`config.mk`:
```
export PLATFORM = sky130hd
export DESIGN_NAME = ps2_host_tx
export DESIGN_NICKNAME = d
export VERILOG_FILES = /design/src/rtl/ps2_pkg.sv /design/src/rtl/ps2_line_sync.sv /design/src/rtl/ps2_host_tx.sv
export SDC_FILE = /design/constraint.sdc
export NUM_CORES = 1
export LEC_CHECK = 0
export BUFFER_PORTS_ARGS = -buffer_cell sky130_fd_sc_hd__buf_2
export CAP_MARGIN = 30
export CORE_MARGIN = 5
export CORE_UTILIZATION = 57
export CTS_CLUSTER_DIAMETER = 60
export DETAILED_ROUTE_END_ITERATION = 8
export HOLD_SLACK_MARGIN = 0.1
export PLACE_DENSITY = 0.76
export SETUP_SLACK_MARGIN = 0.2
export SYNTH_ARGS = -nofsm -noshare
export SYNTH_HDL_FRONTEND = slang
export SYNTH_SLANG_ARGS = --single-unit
```
`constraint.sdc`:
```
create_clock -name clk -period 4 [get_ports clk]
set_input_delay 0.8 -clock clk [delete_from_list [all_inputs] [get_ports clk]]
set_output_delay 0.8 -clock clk [all_outputs]
set_load 0.03 [all_outputs]
```
`src/rtl/ps2_pkg.sv`:
```
// PS/2 shared definitions: FSM state encoding, mouse command bytes, frame builder.
// Latency: n/a (types and constants only).
// Backpressure: n/a.
package ps2_pkg;

    typedef enum logic [2:0] {
        IDLE      = 3'd0,
        INHIBIT   = 3'd1,
        REQ       = 3'd2,
        SHIFT     = 3'd3,
        ACK       = 3'd4,
        WAIT_IDLE = 3'd5
    } ps2_state_e;

    localparam logic [7:0] PS2_CMD_RESET     = 8'hFF;
    localparam logic [7:0] PS2_CMD_EN_REPORT = 8'hF4;
    localparam logic [7:0] PS2_CMD_SET_RATE  = 8'hF3;
    localparam logic [7:0] PS2_RSP_ACK       = 8'hFA;

    // Host-to-device frame as shifted out after the start bit:
    // bits 7:0 data (LSB first), bit 8 odd parity, bit 9 stop.
    function automatic logic [9:0] ps2_frame(input logic [7:0] data);
        return {1'b1, ~^data, data};
    endfunction

endpackage

```
`src/rtl/ps2_line_sync.sv`:
```
// PS/2 pad synchronizer: 2-flop sync of clock and data plus falling-edge detect on clock.
// Latency: synced levels 2 cycles after the pad; clk_fall is a 1-cycle pulse 2-3 cycles after the pad edge.
// Backpressure: none; free-running sampler.
//
// Ports: clk/rstn system clock and async active-low reset; ps2_clk/ps2_data raw pad levels;
//        clk_s/data_s synchronized levels; clk_fall single-cycle pulse on a synced clock 1->0.
module ps2_line_sync
    import ps2_pkg::*;
(
    input  logic clk,
    input  logic rstn,
    input  logic ps2_clk,
    input  logic ps2_data,
    output logic clk_s,
    output logic data_s,
    output logic clk_fall
);

    logic [1:0] clk_sync_q,  clk_sync_d;
    logic [1:0] data_sync_q, data_sync_d;
    logic       clk_prev_q,  clk_prev_d;

    always_comb begin
        clk_sync_d  = {clk_sync_q[0], ps2_clk};
        data_sync_d = {data_sync_q[0], ps2_data};
        clk_prev_d  = clk_sync_q[1];
    end

    // Reset to the idle-bus level (high) so leaving reset never fakes a falling edge.
    always_ff @(posedge clk or negedge rstn) begin
        if (!rstn) begin
            clk_sync_q  <= 2'b11;
            data_sync_q <= 2'b11;
            clk_prev_q  <= 1'b1;
        end else begin
            clk_sync_q  <= clk_sync_d;
            data_sync_q <= data_sync_d;
            clk_prev_q  <= clk_prev_d;
        end
    end

    assign clk_s    = clk_sync_q[1];
    assign data_s   = data_sync_q[1];
    assign clk_fall = clk_prev_q & ~clk_sync_q[1];

endmodule

```
`src/rtl/ps2_host_tx.sv`:
```
// PS/2 host-to-device transmitter: inhibit, request-to-send, 8 data + odd parity + stop, device ACK.
// Latency: INHIBIT_CYCLES + 1 cycles of host-driven request, then paced by the device clock.
// Backpressure: tx_ready is high only in IDLE; one byte accepted per IDLE visit, tx_valid ignored while busy.
//
// Ports: clk/rstn clock and async active-low reset; tx_valid/tx_data/tx_ready byte handshake;
//        ps2_clk/ps2_data pad levels in; ps2_clk_oe/ps2_data_oe open-drain pull-low enables out;
//        rx_inhibit tells the receiver to ignore the bus; tx_done/ack_err/timeout_err 1-cycle status pulses.
module ps2_host_tx
    import ps2_pkg::*;
#(
    parameter int INHIBIT_CYCLES = 5000,
    parameter int TIMEOUT_CYCLES = 1000000
) (
    input  logic       clk,
    input  logic       rstn,
    input  logic       tx_valid,
    input  logic [7:0] tx_data,
    output logic       tx_ready,
    input  logic       ps2_clk,
    input  logic       ps2_data,
    output logic       ps2_clk_oe,
    output logic       ps2_data_oe,
    output logic       rx_inhibit,
    output logic       tx_done,
    output logic       ack_err,
    output logic       timeout_err
);

    // One counter serves both the inhibit hold and the device timeout; they never overlap.
    localparam int CNT_MAX = (INHIBIT_CYCLES > TIMEOUT_CYCLES) ? INHIBIT_CYCLES : TIMEOUT_CYCLES;
    localparam int CW      = $clog2(CNT_MAX + 1);
    localparam logic [CW-1:0] INH_LAST = CW'(INHIBIT_CYCLES - 1);
    localparam logic [CW-1:0] TO_LAST  = CW'(TIMEOUT_CYCLES - 1);
    localparam logic [CW-1:0] CNT_ONE  = CW'(1);

    ps2_state_e    state_q, state_d;
    logic [CW-1:0] cnt_q, cnt_d;
    logic [9:0]    sh_q, sh_d;
    logic [3:0]    idx_q, idx_d;
    logic          clk_oe_q, clk_oe_d;
    logic          data_oe_q, data_oe_d;
    logic          ack_bad_q, ack_bad_d;
    logic          tx_done_q, tx_done_d;
    logic          ack_err_q, ack_err_d;
    logic          timeout_err_q, timeout_err_d;

    logic clk_s, data_s, clk_fall;

    ps2_line_sync u_sync (
        .clk      (clk),
        .rstn     (rstn),
        .ps2_clk  (ps2_clk),
        .ps2_data (ps2_data),
        .clk_s    (clk_s),
        .data_s   (data_s),
        .clk_fall (clk_fall)
    );

    always_comb begin
        state_d       = state_q;
        cnt_d         = cnt_q;
        sh_d          = sh_q;
        idx_d         = idx_q;
        clk_oe_d      = clk_oe_q;
        data_oe_d     = data_oe_q;
        ack_bad_d     = ack_bad_q;
        tx_done_d     = 1'b0;
        ack_err_d     = 1'b0;
        timeout_err_d = 1'b0;

        case (state_q)
            IDLE: begin
                if (tx_valid) begin
                    sh_d      = ps2_frame(tx_data);
                    state_d   = INHIBIT;
                    clk_oe_d  = 1'b1;
                    data_oe_d = 1'b0;
                    cnt_d     = '0;
                    idx_d     = '0;
                    ack_bad_d = 1'b0;
                end
            end
            INHIBIT: begin
                if (cnt_q == INH_LAST) begin
                    state_d   = REQ;
                    data_oe_d = 1'b1;
                    cnt_d     = '0;
                end else begin
                    cnt_d = cnt_q + CNT_ONE;
                end
            end
            REQ: begin
                // Release the clock with data still low: that is the start bit.
                state_d  = SHIFT;
                clk_oe_d = 1'b0;
                cnt_d    = '0;
                idx_d    = '0;
            end
            SHIFT, ACK, WAIT_IDLE: begin
                if (cnt_q == TO_LAST) begin
                    // Timeout wins over any clock edge seen in the same cycle.
                    state_d       = IDLE;
                    clk_oe_d      = 1'b0;
                    data_oe_d     = 1'b0;
                    timeout_err_d = 1'b1;
                end else begin
                    cnt_d = cnt_q + CNT_ONE;
                    if (state_q == SHIFT) begin
                        if (clk_fall) begin
                            data_oe_d = ~sh_q[idx_q];
                            idx_d     = idx_q + 4'd1;
                            if (idx_q == 4'd9) begin
                                state_d = ACK;
                            end
                        end
                    end else if (state_q == ACK) begin
                        if (clk_fall) begin
                            state_d = WAIT_IDLE;
                            if (data_s) begin
                                ack_err_d = 1'b1;
                                ack_bad_d = 1'b1;
                            end
                        end
                    end else begin
                        if (clk_s && data_s) begin
                            state_d   = IDLE;
                            tx_done_d = ~ack_bad_q;
                        end
                    end
                end
            end
            default: begin
                state_d   = IDLE;
                clk_oe_d  = 1'b0;
                data_oe_d = 1'b0;
            end
        endcase
    end

    always_ff @(posedge clk or negedge rstn) begin
        if (!rstn) begin
            state_q       <= IDLE;
            cnt_q         <= '0;
            sh_q          <= '0;
            idx_q         <= '0;
            clk_oe_q      <= 1'b0;
            data_oe_q     <= 1'b0;
            ack_bad_q     <= 1'b0;
            tx_done_q     <= 1'b0;
            ack_err_q     <= 1'b0;
            timeout_err_q <= 1'b0;
        end else begin
            state_q       <= state_d;
            cnt_q         <= cnt_d;
            sh_q          <= sh_d;
            idx_q         <= idx_d;
            clk_oe_q      <= clk_oe_d;
            data_oe_q     <= data_oe_d;
            ack_bad_q     <= ack_bad_d;
            tx_done_q     <= tx_done_d;
            ack_err_q     <= ack_err_d;
            timeout_err_q <= timeout_err_d;
        end
    end

    assign tx_ready    = (state_q == IDLE);
    assign rx_inhibit  = (state_q != IDLE);
    assign ps2_clk_oe  = clk_oe_q;
    assign ps2_data_oe = data_oe_q;
    assign tx_done     = tx_done_q;
    assign ack_err     = ack_err_q;
    assign timeout_err = timeout_err_q;

endmodule
```
# == After elaboration in Yosys (flattened, before gate mapping) ==
# Cells that the tools add are included.
# totals
reg_bits,48
word_cells,109
# classes
n_addsub,2
magnitude_cmp,1
n_eq_ne,23
mux,49
n_bitwise,6
reduce_logical,15
# op_table
op,count
one-hot mux 20 bit (4 select lines),1
2-to-1 mux 20 bit,3
2-to-1 mux 3 bit,9
2-to-1 mux 1 bit,26
adder 20 x 1 -> 20 bit (second input constant),1
== test 20 x 13 -> 1 bit (second input constant),1
== test 20 bit (second input constant),1
2-to-1 mux 4 bit,4
inequality test 2 bit (second input constant),8
inequality test 4 bit (second input constant),3
one-hot mux 3 bit (4 select lines),1
one-hot mux 4 bit (3 select lines),1
AND reduction 5 bit,2
XNOR reduction 8 bit,1
AND reduction 7 bit,1
== test 3 x 2 -> 1 bit (second input constant),2
== test 3 bit (second input constant),2
inequality test 3 bit (second input constant),2
AND reduction 3 bit,2
AND reduction 6 bit,1
nonzero test 3 bit,2
less-than comparator 4 x 5 -> 1 bit (second input constant),1
inequality test 5 bit (second input constant),1
NOT 1 bit,5
15 further kinds,15

# == Logic depth before layout (Yosys ltp) ==
# depth
depth_word,7
mapped_depth,8
ltp_nobuf,7

# == Hierarchy ==
# A second synthesis with hierarchy kept.
# unflattened
cells_unflattened,237
area_unflattened_um2,2544.9
# modules_own_cells
module,instances,cells_per_inst,area_each_um2
ps2_host_tx,1,231,2399.8
ps2_line_sync,1,6,145.1

# == Least setup slack after synthesis ==
# Ideal clock, no wire load.
# synth_timing
kind,reg2out
startpoint,register state_q[1]
endpoint,output port rx_inhibit
arrival_ns,1.704
setup_slack_ns,1.496
path_stages_with_launch,4
cell_sequence,dfrtp_1 -> clkbuf_1 -> nor3_1 -> inv_1
# synth_via
elab_chain_len,1
# synth_lines
item,line_no,text
"start, declared",ps2_host_tx.sv:36,"ps2_state_e state_q, state_d;"
"start signal, assigned",ps2_host_tx.sv:153,state_q <= state_d;
nonzero test 3 bit,ps2_host_tx.sv:167,assign rx_inhibit = (state_q != IDLE);
"end, declared",ps2_host_tx.sv:23,"output logic rx_inhibit,"
# Every way passes these cells.

# == Final worst setup path ==
# layout_timing
startpoint,register state_q[2]
endpoint,output port rx_inhibit
# Same word-level chain as after synthesis.

==> summary.md <==
| Metric | Value |
|---|---|
| Outcome | completed |
| Per-cell routed wire length | around 16 um |
| Finished Layout Cells | between 300 and 400 |
| Filler cells | roughly 370 |
| WS Path Type | register to output pin |
| Clock sink count | between 40 and 50 |
| Clock Latency Late Sink | 0.30 ns |
| Net Count, Synth | between 200 and 300 |
| Max Fclk | 0.417 GHz |
| Fin crit share | 0.600 |
| Die Y | about 78 um |
| Clk slew on worst S/H paths | roughly 0.090 ns |
| Worst VDD drop | between 0.3 and 0.4 mV |
| DRT iter0 DRCs | roughly 170 |
| Syn_area_per_cell | a little over 10 um2 |
| Worst-Margin Slew | 0.823 ns |
| Met3 Routed Length | around 220 um |
| Placed inst area | 2740 um2 |
| Total gr overflow | 0 |
| RD Place Congestion | ~0.85 |
| Largest net degree at the start of global routing | 32 |
| Critical path cell sequence | nor3_1, inv_1, buf_2 |
| Worst slack, placed | 1.73 ns |
| PD cells | around 490 nW/um2 |
| Post-CTS Hold Buffers | 0 |
| First-pass GRT wire length | 9290 um |
| Layout cell share with drive strength beyond 1 | 0.211 |
| FP Rows | 24 |
| Synth area leaders | dfrtp_1, dfstp_2, nor2_1, xor2_1, mux2_2 |
| Post-synthesis cell type count | 52 |
| CTS Root Cell | clkbuf_8 |
| Placed instance count | ~320 |
| Vias in the first global route | 1,921 |
| Final Skew | between 0.006 and 0.007 ns |
| Synth Instances | 258 |
| Drt total wl | 5290 um |
| Top cells by count, synth | dfrtp_1, nor2_1, nand2_1 |
| Max_cap viols | 0 |
| Worst setup SP type | register |
| Iteration count of the initial detailed-routing pass | 5 |
| Hold crit path type | register to register |
| Max-slew violations | 0 |
| Max_slew headroom | 0.451 |
| Post-synth ARST share | 1.00 |
| Metal-1 WL | roughly 2600 um |
| H-Tree Depth | 2 |
| Vias | between 1,500 and 2,000 |
| Synth warn | 0 |
| Port Buffer Count | 19 |
| Setup ws final | 1.60 ns |
| Cell Area, Synth | 2620 um2 |
| Final Cell Area | around 2900 um2 |
| Synth area leader | dfrtp_1 |
| Total GRT Usage | 0.190 |
| Num CTS Buffers | 5 |
| Finish-stage setup viols | 0 |
| Max Used Layer | met4 |
| CP arrival | approximately 1.6 ns |
| Post-cts resize count | 0 |
| Vias/cell | roughly 5.9 |
| Postcts setup bufs | 0 |
| Io pins | 20 |
| Initial Utilization | 0.592 |
| Worst Hold Slack | 0.362 ns |
| Flops & latches, synth | 48 |
| WL met2 | between 2000 and 2500 um |
| Die Wd | just under 80 um |
| Area of the core | roughly 4400 um2 |
| Initial antenna violation count | 0 |
| Post-DP HPWL | around 3800 um |
| Fin nets | 290 |
| CTS tree | yes |
| Final hold viol count | 0 |
| Max FO, Critical Path | 22 |
| Area delta synth->final | 9.19% |
| Remaining antenna violation count | 0 |
| Tmin final | about 2.4 ns |
| Most frequent cell after synthesis | dfrtp_1 |
| Post-synth top area share | 0.411 |
| Main synth FF type | dfrtp_1 |
| ANT cells | 0 |
| Fin Setup TNS | 0 ns |
| Lkg Pwr | about 1.2 nW |
| RSZ-0062 raised after global routing | false |
| EDFF count, synth | 0 |
| Register area share after synthesis | 0.462 |
| Clock Path Buffers | 2 |
| Die area | roughly 6000 um2 |
| Drt drc | 0 |
| Critical path's slowest cell | dfrtp_1 |
| Critical Path Max Stage Delay | about 0.61 ns |
| Critical path endpoint category | output pin |
| Worst path required time | 3.20 ns |
where the power goes:
part           internal (mW)  switching, mW  total, mW
registers              0.572         0.0835      0.655
logic                  0.174          0.199      0.373
clock network          0.188          0.172      0.361
total                  0.934          0.455       1.39
per-stage QoR:
stage / utilization / power (mW)
2_1_floorplan: - / 0.934
3_3_place_gp: 0.616 / 1.02
3_5_place_dp: 0.621 / 1.04
4_1_cts: 0.647 / 1.40
5_1_grt: 0.647 / 1.48
6_report: 0.647 / 1.39
layer usage:
metal  global-route usage  vias up
met1                0.279      929
met5                    0        -
met2                0.280       35
li1                     -      947
met4               0.0550        0
met3               0.0451        7
critical path: cells and delay by family (launching register included):
family | cells | cell delay (ns)
buf+inv | 2 | 0.27
flops | 1 | 0.61
simple gates | 1 | 0.41
kinds of logic (layout without fill, tap and decap cells):
logic type | after synthesis | in the layout | share of synthesized area
simple gates | 117 | 117 | 0.248
flops | 48 | 48 | 0.462
compound gates | 31 | 31 | 0.0789
xor+xnor | 25 | 25 | 0.0837
mux | 18 | 18 | 0.0852
buf+inv | 16 | 33 | 0.0282
fa+ha+maj | 3 | 3 | 0.0144
layout by cell type, fill, tap and decap left out, drive strengths merged, types with 2 or more instances in the layout:
| cell | n |
|---|---|
| a211oi | 2 |
| a21oi | 6 |
| a31oi | 4 |
| and2 | 3 |
| and3 | 6 |
| and3b | 3 |
| and4 | 3 |
| and4bb | 2 |
| buf | 20 |
| clkbuf | 5 |
| dfrtp | 43 |
| dfstp | 5 |
| ha | 3 |
| inv | 6 |
| mux2 | 11 |
| mux2i | 5 |
| mux4 | 2 |
| nand2 | 19 |
| nand2b | 3 |
| nand3 | 12 |
| nand3b | 2 |
| nand4 | 9 |
| nor2 | 35 |
| nor2b | 4 |
| nor3 | 5 |
| nor4 | 4 |
| nor4b | 2 |
| o21ai | 8 |
| o22ai | 2 |
| o31a | 2 |
| or2 | 5 |
| xnor2 | 12 |
| xor2 | 13 |
cell type report:
class,count,area (um2),share of cell area
clock buffers,5,68.8,0.0241
multi-input cells,194,1330,0.467
inverters,5,18.8,0.00657
flip-flops and latches,48,1210,0.423
repair buffers,20,115,0.0403
well taps,52,65.1,0.0228
clock inverters,3,46.3,0.0162
worst paths after layout:
check,startpoint,endpoint,slack [ns],cells after the start
min in group asynchronous,rstn,idx_q[2],0.41,1
max in group asynchronous,rstn,u_sync.clk_sync_q[1],3.01,2
worst min register to register,u_sync.clk_sync_q[0],u_sync.clk_sync_q[1],0.36,0
worst min-delay path,u_sync.clk_sync_q[0],u_sync.clk_sync_q[1],0.36,0
worst max register to register,cnt_q[1],cnt_q[18],1.71,7
worst max-delay path,state_q[2],rx_inhibit,1.60,3
state kept, by name (all words and copies together), names as in the netlist:
register            cells
cnt_q                  20
state_q                 3
timeout_err             1
ps2_clk_oe              1
idx_q                   4
ack_err                 1
ack_bad_q               1
tx_done                 1
u_sync.data_sync_q      2
u_sync.clk_sync_q       2
sh_q                   10
ps2_data_oe             1
u_sync.clk_prev_q       1
Note: power is estimated with default switching activity, not from simulation.
